==> src/rtl/div_pkg.sv <==
// Shared types and constants for the 32-bit signed restoring divider.
// Latency: n/a (declarations only).
// Backpressure: n/a.
package div_pkg;

  localparam int DIV_WIDTH = 32;
  localparam int DIV_STEPS = 32;

  typedef enum logic [1:0] {
    IDLE = 2'd0,
    CALC = 2'd1,
    FIX  = 2'd2,
    DONE = 2'd3
  } div_state_e;

  // Two's-complement negate when neg is set; 0x80000000 maps to itself.
  function automatic logic [DIV_WIDTH-1:0] cond_neg(input logic [DIV_WIDTH-1:0] v,
                                                    input logic                 neg);
    return neg ? (~v + 1'b1) : v;
  endfunction

  // Unsigned magnitude of a signed operand.
  function automatic logic [DIV_WIDTH-1:0] mag(input logic [DIV_WIDTH-1:0] v);
    return cond_neg(v, v[DIV_WIDTH-1]);
  endfunction

endpackage

==> src/rtl/div_step.sv <==
// One restoring-division step: shift in a dividend bit, subtract divisor if it fits.
// Latency: combinational.
// Backpressure: none; evaluated every cycle, the caller decides when to register it.
module div_step
  import div_pkg::*;
(
  input  logic [DIV_WIDTH-1:0] rem_in,
  input  logic [DIV_WIDTH-1:0] divisor,
  input  logic                 next_bit,
  output logic [DIV_WIDTH-1:0] rem_out,
  output logic                 q_bit
);

  // One extra bit so the comparison is exact even though rem_in < divisor keeps the top bit clear.
  logic [DIV_WIDTH:0] shifted;

  // Trial subtraction; the difference always fits because it is below the divisor.
  always_comb begin
    shifted = {rem_in, next_bit};
    q_bit   = (shifted >= {1'b0, divisor});
    rem_out = q_bit ? (shifted[DIV_WIDTH-1:0] - divisor) : shifted[DIV_WIDTH-1:0];
  end

endmodule

==> src/rtl/division.sv <==
// Signed 32-bit divider (restoring, one bit per cycle): LO = quotient, HI = remainder.
// Latency: done in the 34th cycle after capture; 1 cycle when B = 0.
// Backpressure: none; enable is only sampled in IDLE, busy reports an operation in flight.
module division
  import div_pkg::*;
#(
  parameter int WIDTH = 32
) (
  input  logic             clock,
  input  logic             reset,
  input  logic             enable,
  input  logic [WIDTH-1:0] A,
  input  logic [WIDTH-1:0] B,
  output logic [WIDTH-1:0] HI,
  output logic [WIDTH-1:0] LO,
  output logic             busy,
  output logic             done,
  output logic             div_zero
);

  div_state_e                 state_q, state_d;
  logic [5:0]                 cnt_q, cnt_d;
  logic [2*DIV_WIDTH-1:0]     sr_q, sr_d;      // {remainder, quotient}
  logic [DIV_WIDTH-1:0]       dvd_q, dvd_d;    // dividend magnitude, consumed MSB first
  logic [DIV_WIDTH-1:0]       dvs_q, dvs_d;    // divisor magnitude
  logic                       qneg_q, qneg_d;
  logic                       rneg_q, rneg_d;
  logic [DIV_WIDTH-1:0]       hi_q, hi_d;
  logic [DIV_WIDTH-1:0]       lo_q, lo_d;
  logic                       dz_q, dz_d;

  logic [DIV_WIDTH-1:0]       rem_nxt;
  logic                       q_bit;

  div_step u_step (
    .rem_in   (sr_q[2*DIV_WIDTH-1:DIV_WIDTH]),
    .divisor  (dvs_q),
    .next_bit (dvd_q[DIV_WIDTH-1]),
    .rem_out  (rem_nxt),
    .q_bit    (q_bit)
  );

  // FSM next state plus datapath: capture, iterate, sign-fix, report.
  always_comb begin
    state_d = state_q;
    cnt_d   = cnt_q;
    sr_d    = sr_q;
    dvd_d   = dvd_q;
    dvs_d   = dvs_q;
    qneg_d  = qneg_q;
    rneg_d  = rneg_q;
    hi_d    = hi_q;
    lo_d    = lo_q;
    dz_d    = dz_q;
    case (state_q)
      IDLE: begin
        if (enable) begin
          dvd_d   = mag(A);
          dvs_d   = mag(B);
          qneg_d  = A[DIV_WIDTH-1] ^ B[DIV_WIDTH-1];
          rneg_d  = A[DIV_WIDTH-1];
          sr_d    = '0;
          cnt_d   = '0;
          dz_d    = (B == '0);
          state_d = (B == '0) ? DONE : CALC;
        end
      end
      CALC: begin
        sr_d  = {rem_nxt, sr_q[DIV_WIDTH-2:0], q_bit};
        dvd_d = dvd_q << 1;
        cnt_d = cnt_q + 6'd1;
        if (cnt_q == 6'(DIV_STEPS - 1)) begin
          state_d = FIX;
        end
      end
      FIX: begin
        lo_d    = cond_neg(sr_q[DIV_WIDTH-1:0], qneg_q);
        hi_d    = cond_neg(sr_q[2*DIV_WIDTH-1:DIV_WIDTH], rneg_q);
        state_d = DONE;
      end
      DONE: begin
        state_d = IDLE;
      end
      default: begin
        state_d = IDLE;
      end
    endcase
  end

  // State and datapath registers; reset aborts any operation in flight.
  always_ff @(posedge clock or negedge reset) begin
    if (!reset) begin
      state_q <= IDLE;
      cnt_q   <= '0;
      sr_q    <= '0;
      dvd_q   <= '0;
      dvs_q   <= '0;
      qneg_q  <= 1'b0;
      rneg_q  <= 1'b0;
      hi_q    <= '0;
      lo_q    <= '0;
      dz_q    <= 1'b0;
    end else begin
      state_q <= state_d;
      cnt_q   <= cnt_d;
      sr_q    <= sr_d;
      dvd_q   <= dvd_d;
      dvs_q   <= dvs_d;
      qneg_q  <= qneg_d;
      rneg_q  <= rneg_d;
      hi_q    <= hi_d;
      lo_q    <= lo_d;
      dz_q    <= dz_d;
    end
  end

  assign HI       = hi_q;
  assign LO       = lo_q;
  assign div_zero = dz_q;
  assign busy     = (state_q != IDLE);
  assign done     = (state_q == DONE);

endmodule
==> config.mk <==
export PLATFORM = sky130hd
export DESIGN_NAME = division
export DESIGN_NICKNAME = d
export VERILOG_FILES = /design/src/rtl/div_pkg.sv /design/src/rtl/div_step.sv /design/src/rtl/division.sv
export SDC_FILE = /design/constraint.sdc
export NUM_CORES = 1
export LEC_CHECK = 0
export ABC_AREA = 1
export CAP_MARGIN = 20
export CORE_ASPECT_RATIO = 1.1
export CORE_UTILIZATION = 45
export CTS_BUF_LIST = sky130_fd_sc_hd__clkbuf_16
export DETAILED_ROUTE_END_ITERATION = 8
export PLACE_DENSITY = 0.65
export SYNTH_ARGS = -nofsm -noshare
export SYNTH_HDL_FRONTEND = slang
export SYNTH_SLANG_ARGS = --single-unit
==> constraint.sdc <==
create_clock -name clock -period 4.4 [get_ports clock]
set_input_delay 0.44 -clock clock [delete_from_list [all_inputs] [get_ports clock]]
set_output_delay 0.44 -clock clock [all_outputs]
set_load 0.01 [all_outputs]
### After elaboration in Yosys (flattened, before gate mapping)

Cells that the tools add are included.

| word-level totals | value |
|---|---|
| register bits | 203 |
| bits of input ports | 67 |
| output and inout port bits | 67 |
| word-level logic and storage cells | 50 |

| cells by class | value |
|---|---|
| $add $sub $neg | 6 |
| order comparisons | 1 |
| eq/ne operators | 6 |
| muxes and demuxes | 15 |
| bitwise gates (word level) | 5 |
| reductions and logical operators | 7 |

Operators by type and width:

| cell | number |
|---|---|
| 32-bit two-way mux | 6 |
| 32-bit by 1-bit adder with 32-bit output (second input constant) | 4 |
| 32-bit NOT | 4 |
| 64-bit one-hot mux with 2 select lines | 1 |
| 64-bit two-way mux | 1 |
| 32-bit one-hot mux with 2 select lines | 1 |
| 33-bit by 32-bit >= comparator with 1-bit output | 1 |
| 32-bit zero test | 1 |
| 32-bit subtractor | 1 |
| 6-bit one-hot mux with 2 select lines | 1 |
| 2-bit one-hot mux with 4 select lines | 1 |
| 6-bit by 1-bit adder with 6-bit output (second input constant) | 1 |
| 6-bit by 5-bit equality test with 1-bit output (second input constant) | 1 |
| 2-bit two-way mux | 3 |
| 6-bit two-way mux | 1 |
| 2-bit AND reduction | 3 |
| 2-bit equality test (second input constant) | 2 |
| 2-bit inequality test (second input constant) | 2 |
| 2-bit nonzero test | 2 |
| 2-bit by 1-bit equality test with 1-bit output (second input constant) | 1 |
| 2-bit zero test | 1 |
| 1-bit XOR | 1 |

### Logic depth before layout (Yosys ltp)

Gate-level depths: netlist (run 1).

| logic depth | value |
|---|---|
| depth after elaboration | 5 |
| depth in mapped cells | 16 |
| gate-level depth less buffers | 16 |

### Hierarchy

Synthesis (run 1) repeated with hierarchy kept, for this count alone.

| second synthesis, totals | value |
|---|---|
| cell total of the unflattened synthesis | 2,232 |
| area total of the unflattened synthesis | 14,724.1 um^2 |

Modules (own cells, without submodules):

| module | instances | cells each | area each (um^2) |
|---|---|---|---|
| division | 1 | 1,582 | 11,534.8 |
| div_step | 1 | 650 | 3,189.3 |

### Least setup slack after synthesis (run 1)

No wires, ideal clock.

| timing path | value |
|---|---|
| path kind | reg2reg |
| from | register sr_q[55] |
| to | register sr_q[37] |
| data arrival time | 1.918 ns |
| required time | 4.272 ns |
| setup slack | 2.354 ns |
| stages on the path, launching flop included | 13 |
| path buffers | 1 |
| clock period less this slack | 2.046 ns |
| path through | dfrtp_1 ha_1 nand2_2 inv_1 a21oi_2 nand2_1 nand2_1 nand2_1 nor2_4 buf_4 nand3_1 nand3_1 o21ai_2 |

| on the way | value |
|---|---|
| cells in the longest elaborated chain, start to end | 3 |

RTL lines:

| item | line | RTL |
|---|---|---|
| from (decl) | division.sv:23 | `logic [2*DIV_WIDTH-1:0] sr_q, sr_d;` |
| from (signal assigned) | division.sv:106 | `sr_q <= sr_d;` |
| 33-bit by 32-bit >= comparator with 1-bit output | div_step.sv:20 | `q_bit = (shifted >= {1'b0, divisor});` |
| 32-bit two-way mux | div_step.sv:21 | `rem_out = q_bit ? (shifted[DIV_WIDTH-1:0] - divisor) : shifted[DIV_WIDTH-1:0];` |
| 64-bit one-hot mux with 2 select lines | division.sv:55 | `case (state_q)` |

Every way passes these cells.
A chain may end at the register's enable or synchronous reset.

### Worst setup path in the final report (run 1)

| timing path | value |
|---|---|
| from | register state_q[1] |
| to | register cnt_q[5] |

| on the way | value |
|---|---|
| cells in the longest elaborated chain, start to end | 3 |
| elaborated cells between the ends (all ways) | 6 |
| those cells by class | eq/ne: 2; mux: 1; reduce/logical: 3 |

RTL lines:

| item | line | RTL |
|---|---|---|
| from (decl) | division.sv:21 | `div_state_e state_q, state_d;` |
| from (signal assigned) | division.sv:104 | `state_q <= state_d;` |
| 2-bit by 1-bit equality test with 1-bit output / 2-bit zero test (equally long branches) | division.sv:55 |  |
| 2-bit nonzero test (no line) / 2-bit inequality test (equally long branches) | n/a |  |
| 2-bit AND reduction (no line) | n/a |  |
| to (signal assigned) | division.sv:105 | `cnt_q <= cnt_d;` |
| to (decl) | division.sv:22 | `logic [5:0] cnt_q, cnt_d;` |

Several ways; a longest one is shown, not always the timed one.

==> flow_metrics.py, run 1 <==
metrics = {
    "outcome": {
        "outcome": "complete, but fails checks",
        "violations": "hold timing",
    },
    "cts": {
        "ctsRootBufferMaster": "clkbuf_16",
        "htree_levels": 1,
        "cts_inserted_buffers": 24,
        "cts_tree": "built",
        "total_of_cells_resized_after_clock_tree_synthesis": 0,
        "clock_sinks": 203,
        "holdBufCountCts": 0,
        "clk_latency_ns": 0.53,
        "setup_fix_buffers_added_after_clock_tree_synthesis": 0,
        "clkTransAtPathRegs_ns": 0.06,
        "clock_path_buffers": 3,
    },
    "setup_path": {
        "timing.critical_path.buf_inv": 3,
        "cp.arrival_ns": 3.45,
        "worst_path_largest_cell_delay_ns": 0.71,
        "timing.critical_path.max_delay_family": "buffers and inverters",
        "regToRegEndpoint": "cnt_q[5]$_DFFE_PN0P_",
        "crit_path_top_delay_cell": "ha_1",
        "reg2regPathDepth": 9,
        "setup.worst_path.class": "flop to flop",
        "crit_path_cell_trace": "inv_1 > ha_1 > clkinv_1 > o21ai_4 > buf_4 > nand3_1 > nor2_1 > o21ai_0 > a21oi_1",
        "crit_required_ns": 4.86,
        "cp-start-kind": "flop",
        "crit-reg2reg-launch": "state_q[1]$_DFFE_PN0P_",
        "crit_path_capture_type": "flop",
        "timing.critical_path.fanout_max": 68,
        "slack_of_the_worst_reg_to_reg_path_ns": 1.41,
    },
    "route": {
        "ant_nets": 0,
        "dr.first_iter.drc_count": 925,
        "tritonroute_pass_1_iters": 5,
        "postRouteWirelength_um": 40500,
        "route.detailed.drc": 0,
        "routed_wire_length_per_instance_um": 15.0,
        "vias": 13900,
        "route.detailed.vias_per_inst": 5.16,
    },
    "synth": {
        "yosysSeqAreaShare_pct": 35.6,
        "ys.warnings.count": 0,
        "synth.area.top_cells": "dfrtp_1, nand2_1, inv_1",
        "postSynth.topFlopCell": "dfrtp_1",
        "synth.cells.most_frequent": "nand2_1, inv_1, nor2_1",
        "yosys_register_bits": 203,
        "synthDominantAreaCellType": "dfrtp_1",
        "post_synthesis_async_set_or_reset_flop_share_pct": 100,
        "synth_most_common_cell": "nand2_1",
        "synthesis.nets": 2278,
        "post_synth_instance_area_um2": 14300,
        "synth_area_per_cell_um2": 6.57,
        "synth_top_area_share_pct": 35.6,
        "synth_cells": 2169,
        "post_synth_num_cell_types": 46,
        "number_of_enable_type_register_cells_in_the_synthesized_netlist": 0,
    },
    "floorplanning": {
        "die_w_um": 172,
        "num_io_pins": 134,
        "die_h_um": 189,
        "core_area_um2": 30800,
        "num_rows": 67,
        "initial_core_util_pct": 46.2,
        "die_area_um2": 32400,
    },
    "power": {
        "switching_share_pct": 50.1,
        "switchingPower_mw": 6.71,
        "internal_power_mw": 6.68,
        "pwr-share-seq_pct": 24.4,
        "power-per-cell-area_nw_per_um2": 803,
        "worst_ir_drop_vdd_uv": 366,
        "pwr-share-clk_pct": 13.6,
        "total_leakage_power_nw": 8.47,
        "power.share.combinational_pct": 62.0,
    },
    "sta": {
        "final.hold.worst_slack_ns": -0.00800,
        "fin_skew_ns": 0.0273,
        "timing_hold_violations_final": 4,
        "final_min_period_over_clock_period_pct": 67.9,
        "timing_worst_slew_pin_value_ns": 0.895,
        "timing.setup.tns_ns": 0,
        "max_freq_mhz": 335,
        "setup_repair_after_global_routing_missed_its_margin": "no",
        "maxSlewHeadroom_pct": 40.3,
        "fin_crit_ns": 2.99,
        "slew_viol_final": 0,
        "finalSetupViolations": 0,
    },
    "flow_run": {
        "cap_violations": 0,
    },
    "grt": {
        "grt_pass1_vias": 12900,
        "groute.usage.overall_pct": 25.3,
        "globalRouteOverflowTotal": 0,
        "antenna_found_initial": 0,
        "global_route_wire_length_before_repair_um": 65600,
        "grt_max_degree": 99,
    },
    "worst_hold_path": {
        "min-delay-path-class": "primary input to asynchronous set/reset pin",
    },
    "final_layout": {
        "nFillCells": 3151,
        "fin_nets": 2380,
        "area_growth_syn_to_layout_pct": 16.9,
        "share_of_layout_cells_above_drive_strength_1_pct": 3.32,
        "diodes": 0,
    },
    "placement": {
        "placement.io_buffers": 133,
        "finalWeightedCongestion": 0.925,
        "place.detailed.hpwl_um": 31200,
    },
}
[power by group through the flow]
stage	Sequential [mW]	Combinational, mW	Clock (mW)
global route	3.36	9.39	1.94
detailed placement	3.28	8.20	0
floorplan	3.23	5.77	0
global placement	3.25	8.15	0
finish	3.27	8.30	1.82
CTS	3.26	8.24	1.87
[through the flow]
stage	total power, mW	util, %	instances	worst slack [ns]	area (um2)
floorplan	9.01	-	2169	2.35	14300
global route	14.7	54.0	2702	1.09	16700
detailed placement	11.5	51.6	2658	1.42	15900
global placement	11.4	51.6	2658	1.46	15900
finish	13.4	54.0	2702	1.41	16700
CTS	13.4	54.0	2701	1.41	16600
[metal layers]
metal	track usage, %	part of all wire [%]	wire [um]	up-vias
li1	-	-	-	7162
met1	37.5	49	19800	6327
met2	39.4	44	17800	403
met3	2.60	5.6	2250	46
met4	5.39	1.6	632	0
met5	0	0	0	-
[cells by family after synthesis]
| kind of cell | Yosys count | synth area share (%) |
|---|---|---|
| AND/OR/NAND/NOR | 1203 | 35.3 |
| buffers and inverters | 367 | 9.92 |
| adder cells (fa/ha/maj) | 42 | 3.74 |
| multiplexers | 1 | 0.0702 |
| flip-flops | 203 | 35.6 |
| XOR/XNOR | 70 | 4.30 |
| AO/OA/AOI/OAI | 283 | 11.0 |
[cell usage in the layout (no fill, tap or decap), drive strengths merged, types with 41 or more instances in the layout]
| cell | Yosys | final |
|---|---|---|
| inv | 296 | 302 |
| nand3 | 202 | 202 |
| xor2 | 46 | 46 |
| clkdlybuf4s50 | 0 | 132 |
| o21ai | 154 | 154 |
| nor2 | 224 | 224 |
| nand2 | 689 | 689 |
| dfrtp | 203 | 203 |
| a21oi | 56 | 56 |
| ha | 41 | 41 |
[state kept, by name, indices dropped and copies added, names as in the netlist]
| name | flops |
|---|---|
| HI | 32 |
| LO | 32 |
| cnt_q | 6 |
| div_zero | 1 |
| dvd_q | 32 |
| dvs_q | 32 |
| qneg_q | 1 |
| rneg_q | 1 |
| sr_q | 64 |
| state_q | 2 |
[how the worst max path moves through the flow]
stage,start,end,slack [ns],cells after the start
detailed placement,state_q[1]$_DFFE_PN0P_,cnt_q[4]$_DFFE_PN0P_,1.42,9
finish,state_q[1]$_DFFE_PN0P_,cnt_q[5]$_DFFE_PN0P_,1.41,9
floorplan,sr_q[55]$_DFFE_PN0P_,sr_q[37]$_DFFE_PN0P_,2.35,12
global placement,state_q[1]$_DFFE_PN0P_,cnt_q[5]$_DFFE_PN0P_,1.46,9
CTS,state_q[1]$_DFFE_PN0P_,cnt_q[5]$_DFFE_PN0P_,1.41,9
global route,state_q[1]$_DFFE_PN0P_,cnt_q[5]$_DFFE_PN0P_,1.09,9
[final cells by class]
cell class / count / area, um2 / area share (%)
clock inverters: 19 / 128 / 0.766
inverters: 297 / 1110 / 6.69
flip-flops and latches: 203 / 5080 / 30.5
repair buffers: 146 / 1460 / 8.74
clock buffers: 24 / 601 / 3.60
well taps: 414 / 518 / 3.11
multi-input cells: 1599 / 7770 / 46.6
(Power assumes the default switching activity.)
==> run 2, diff against run 1 <==
- clock period: 4.4 -> 2.9 ns (I/O delays scaled with it)
==> flow_metrics.py, run 2 (synthesized netlist as in run 1, its figures left out) <==
metrics = {
    "final_layout": {
        "area_growth_syn_to_layout_pct": 17.7,
        "largest_register_ff_count": 64,
        "layout.cells.most_common": "nand2_1",
        "regArea_um2": 5080,
        "most_frequent_cells_in_the_layout": "nand2_1, inv_1, nor2_1",
        "share_of_layout_cells_above_drive_strength_1_pct": 3.87,
        "finalCoreUtilization_pct": 54.4,
        "nFillCells": 3200,
        "fin_nets": 2393,
        "non_filler_instance_count_after_layout": 2712,
        "registers.top_by_ff_count": "sr_q",
        "multi_input_comb_area_um2": 7770,
        "diodes": 0,
    },
    "sta": {
        "maxSlewHeadroom_pct": 54.4,
        "timing.setup.tns_ns": 0,
        "fin_skew_ns": 0.0266,
        "timing_worst_slew_pin_value_ns": 0.681,
        "final.hold.worst_slack_ns": 0.344,
        "max_freq_mhz": 392,
        "setup_repair_after_global_routing_missed_its_margin": "no",
        "timing_hold_violations_final": 0,
        "fin_crit_ns": 2.55,
        "final_critical_path_setup_slack_ns": 0.348,
        "finalSetupViolations": 0,
        "slew_viol_final": 0,
        "final_min_period_over_clock_period_pct": 88.0,
    },
    "cts": {
        "clk_latency_ns": 0.54,
        "clkTransAtPathRegs_ns": 0.06,
        "total_of_cells_resized_after_clock_tree_synthesis": 0,
        "htree_levels": 1,
        "cts_tree": "built",
        "cts_inserted_buffers": 23,
        "clock_sinks": 203,
        "setup_fix_buffers_added_after_clock_tree_synthesis": 0,
        "ctsRootBufferMaster": "clkbuf_16",
        "holdBufCountCts": 1,
        "clock_path_buffers": 3,
    },
    "floorplanning": {
        "die_w_um": 172,
        "die_area_um2": 32400,
        "core_area_um2": 30800,
        "num_rows": 67,
        "initial_core_util_pct": 46.2,
        "die_h_um": 189,
        "num_io_pins": 134,
    },
    "placement": {
        "placement.io_buffers": 133,
        "place.detailed.hpwl_um": 31600,
        "detailedPlace.worstSlack_ns": 0.381,
        "placed_cells_incl_taps": 2672,
        "finalWeightedCongestion": 1.02,
    },
    "setup_path": {
        "reg2regPathDepth": 12,
        "crit_required_ns": 3.28,
        "regToRegEndpoint": "sr_q[32]$_DFFE_PN0P_",
        "cp.arrival_ns": 2.93,
        "setup.worst_path.class": "flop to flop",
        "crit-reg2reg-launch": "sr_q[60]$_DFFE_PN0P_",
        "timing.critical_path.fanout_max": 16,
        "cp-start-kind": "flop",
        "slack_of_the_worst_reg_to_reg_path_ns": 0.35,
        "crit_path_capture_type": "flop",
    },
    "route": {
        "tritonroute_pass_1_iters": 5,
        "dr.first_iter.drc_count": 1015,
        "route.detailed.vias_per_inst": 5.19,
        "route.detailed.drc": 0,
        "ant_nets": 0,
        "vias": 14100,
        "postRouteWirelength_um": 41200,
        "routed_wire_length_per_instance_um": 15.2,
    },
    "grt": {
        "grt_max_degree": 70,
        "groute.usage.overall_pct": 26.0,
        "globalRouteOverflowTotal": 0,
        "grt_pass1_vias": 13500,
        "global_route_wire_length_before_repair_um": 68000,
        "antenna_found_initial": 0,
    },
    "outcome": {
        "outcome": "complete, no violations",
    },
    "flow_run": {
        "cap_violations": 0,
    },
    "power": {
        "power-per-cell-area_nw_per_um2": 1220,
        "total_leakage_power_nw": 8.54,
        "worst_ir_drop_vdd_uv": 527,
    },
    "worst_hold_path": {
        "min-delay-path-class": "primary input to asynchronous set/reset pin",
    },
}
## run 2: changes by cell type in the layout (fill, tap and decap cells not counted), sizes merged
cell         before  now
clkbuf           25   24
clkinvlp          3    1
inv             302  301
buf              13   26
dlygate4sd3       0    1
## run 2: final cells by class
| cell class | count | area share [%] |
|---|---|---|
| multi-input combinational | 1599 | 46.3 |
| tap | 414 | 3.09 |
| sequential | 203 | 30.3 |
| inverter | 297 | 6.64 |
| timing repair buffer | 160 | 9.55 |
| clock buffer | 23 | 3.43 |
| clock inverter | 16 | 0.694 |
## run 2: layer usage
layer	GRT usage (%)	wire length [um]	vias to the layer above
met2	40.7	17900	449
met1	38.1	19900	6400
met3	2.16	2270	65
met5	0	0	-
li1	-	-	7170
met4	7.31	1040	0
## run 2: critical path, stage by stage, from the launching register on
cell and delay [ns]:
dfrtp_1 0.51, ha_1 0.42, nand2_1 0.13, inv_1 0.07
nand2_2 0.11, inv_1 0.05, a21oi_1 0.19, nand2_1 0.16
nor2_4 0.19, buf_4 0.25, nand3_1 0.15, nand3_1 0.10
o21ai_0 0.08
## run 2: metrics by stage
stage	power (mW)	instance area [um2]
after floorplan	13.7	14300
after global placement	17.4	16100
after detailed placement	17.6	16100
after CTS	20.4	16800
after global routing	22.4	16800
final	20.5	16800
## run 2: where the power goes
group	switching [mW]	internal, mW	total [mW]
registers	0.950	4.04	4.99
clock network	1.22	1.54	2.75
logic	8.10	4.62	12.7
total	10.3	10.2	20.5
## run 2: how the worst max path moves through the flow
stage / start / endpoint / cells after the start
detailed placement: sr_q[60]$_DFFE_PN0P_ / sr_q[32]$_DFFE_PN0P_ / 12
global placement: sr_q[60]$_DFFE_PN0P_ / sr_q[32]$_DFFE_PN0P_ / 12
floorplan: sr_q[55]$_DFFE_PN0P_ / sr_q[37]$_DFFE_PN0P_ / 12
CTS: sr_q[60]$_DFFE_PN0P_ / sr_q[32]$_DFFE_PN0P_ / 12
finish: sr_q[60]$_DFFE_PN0P_ / sr_q[32]$_DFFE_PN0P_ / 12
global route: state_q[1]$_DFFE_PN0P_ / cnt_q[4]$_DFFE_PN0P_ / 9
==> run 3, diff against run 2 <==
- MAX_ROUTING_LAYER: unset -> met4
- SKIP_LAST_GASP: unset -> 1
==> flow_metrics.py, run 3 (synthesized netlist as in run 1, its figures left out) <==
metrics = {
    "final_layout": {
        "share_of_layout_cells_above_drive_strength_1_pct": 4.00,
        "layout.cells.most_common": "nand2_1",
        "finalCoreUtilization_pct": 54.7,
        "largest_register_ff_count": 64,
        "area_growth_syn_to_layout_pct": 18.4,
        "non_filler_instance_count_after_layout": 2712,
        "registers.top_by_ff_count": "sr_q",
        "most_frequent_cells_in_the_layout": "nand2_1, inv_1, nor2_1",
        "nFillCells": 3127,
        "diodes": 0,
        "fin_nets": 2392,
    },
    "setup_path": {
        "worst_path_largest_cell_delay_ns": 0.47,
        "path_common_cell": "nand2_1",
        "cp.arrival_ns": 2.92,
        "crit_path_cell_trace": "ha_1 > nand2_1 > nor2_1 > nand2_1 > nor2_2 > nand2_1 > nor2_4 > nor2_4 > nand2_8 > nand2_1 > nand3_1 > o21ai_2",
        "setup.worst_path.class": "flop to flop",
        "crit_path_capture_type": "flop",
        "slack_of_the_worst_reg_to_reg_path_ns": 0.37,
        "timing.critical_path.max_delay_family": "simple AND/OR/NAND/NOR gates",
        "cp-start-kind": "flop",
        "crit_required_ns": 3.29,
        "timing.critical_path.fanout_max": 32,
        "timing.critical_path.buf_inv": 0,
        "crit_path_top_delay_cell": "dfrtp_1",
    },
    "grt": {
        "globalRouteOverflowTotal": 0,
        "grt_max_degree": 73,
        "groute.usage.overall_pct": 26.8,
        "grt_pass1_vias": 13200,
        "antenna_found_initial": 0,
        "global_route_wire_length_before_repair_um": 68000,
    },
    "cts": {
        "ctsRootBufferMaster": "clkbuf_16",
        "cts_tree": "built",
        "total_of_cells_resized_after_clock_tree_synthesis": 0,
        "htree_levels": 1,
        "clock_sinks": 203,
        "clk_latency_ns": 0.53,
        "cts_inserted_buffers": 24,
        "clock_path_buffers": 3,
        "clkTransAtPathRegs_ns": 0.06,
    },
    "floorplanning": {
        "initial_core_util_pct": 46.2,
        "core_area_um2": 30800,
        "num_io_pins": 134,
        "die_area_um2": 32400,
        "die_h_um": 189,
        "die_w_um": 172,
        "num_rows": 67,
    },
    "sta": {
        "timing_worst_slew_pin_value_ns": 0.699,
        "max_freq_mhz": 395,
        "final_min_period_over_clock_period_pct": 87.4,
        "finalSetupViolations": 0,
        "timing.setup.tns_ns": 0,
        "fin_skew_ns": 0.0237,
        "fin_crit_ns": 2.53,
        "maxSlewHeadroom_pct": 53.2,
        "final.hold.worst_slack_ns": 0.362,
        "timing_hold_violations_final": 0,
        "setup_repair_after_global_routing_missed_its_margin": "no",
        "slew_viol_final": 0,
    },
    "route": {
        "ant_nets": 0,
        "tritonroute_pass_1_iters": 7,
        "postRouteWirelength_um": 40800,
        "vias": 14100,
        "route.detailed.vias_per_inst": 5.20,
        "route.detailed.drc": 0,
        "routed_wire_length_per_instance_um": 15.0,
        "dr.first_iter.drc_count": 945,
    },
    "outcome": {
        "outcome": "complete, no violations",
    },
    "placement": {
        "finalWeightedCongestion": 1.00,
        "placement.io_buffers": 133,
        "place.detailed.hpwl_um": 31400,
        "placed_cells_incl_taps": 2670,
    },
    "power": {
        "power-per-cell-area_nw_per_um2": 1230,
        "total_leakage_power_nw": 8.58,
        "worst_ir_drop_vdd_uv": 578,
    },
    "flow_run": {
        "cap_violations": 0,
    },
    "worst_hold_path": {
        "min-delay-path-class": "primary input to asynchronous set/reset pin",
    },
}
run 3: changes by cell type in the layout (fill, tap and decap cells not counted), moves of 2 or more:
cell | before | now
clkinv_4 | 0 | 2
bufinv_16 | 1 | 4
clkinv_1 | 6 | 3
buf_4 | 21 | 19
run 3: final timing paths:
kind	start	to	depth (start not counted)
hold reg to reg	cnt_q[5]$_DFFE_PN0P_	cnt_q[5]$_DFFE_PN0P_	1
min in group clock	B[0]	dvs_q[0]$_DFFE_PN0P_	3
setup reg to reg	sr_q[39]$_DFFE_PN0P_	sr_q[38]$_DFFE_PN0P_	12
setup / recovery	sr_q[39]$_DFFE_PN0P_	sr_q[38]$_DFFE_PN0P_	12
hold / removal	reset	HI[4]$_DFFE_PN0P_	2
max in group asynchronous	reset	sr_q[29]$_DFFE_PN0P_	3
run 3: through the flow:
| step | power (mW) | area (um2) | setup slack [ns] |
|---|---|---|---|
| detailed placement | 17.6 | 16100 | 0.395 |
| CTS | 20.7 | 16900 | 0.370 |
| global route | 22.8 | 16900 | 0.135 |
| finish | 20.7 | 16900 | 0.366 |
| floorplan | 13.7 | 14300 | 0.854 |
| global placement | 17.4 | 16100 | 0.390 |
run 3: power by group:
part	total (mW)	switching [mW]	internal [mW]
Sequential	4.96	0.927	4.04
Combinational	12.7	8.12	4.59
Clock	3.06	1.20	1.86
Total	20.7	10.3	10.5
run 3: final cells by class:
class                           count  area (um2)  area share, %
Tap cell                          414         518           3.07
Sequential cell                   203        5080           30.1
Inverter                          297        1110           6.61
Timing Repair Buffer              158        1590           9.41
Clock buffer                       24         601           3.56
Multi-Input combinational cell   1599        7770           46.1
Clock inverter                     17         200           1.19
run 3: repair_timing:
action	in CTS	in global routing
setup buffers	0	0
hold endpoints to repair	68	0
hold buffers	1	0
run 3: worst reg2reg max path, cell delays in order (launching register included):
cell	delay [ns]
dfrtp_1	0.47
ha_1	0.44
nand2_1	0.12
nor2_1	0.29
nand2_1	0.16
nor2_2	0.15
nand2_1	0.11
nor2_4	0.11
nor2_4	0.09
nand2_8	0.19
nand2_1	0.12
nand3_1	0.10
o21ai_2	0.06
run 3: per-layer routing:
metal	global-route usage, %	up-vias	part of all wire (%)
met5	-	-	0
met4	6.83	0	2.5
met3	2.44	52	5.3
li1	-	7181	-
met2	40.4	426	43
met1	38.4	6432	49
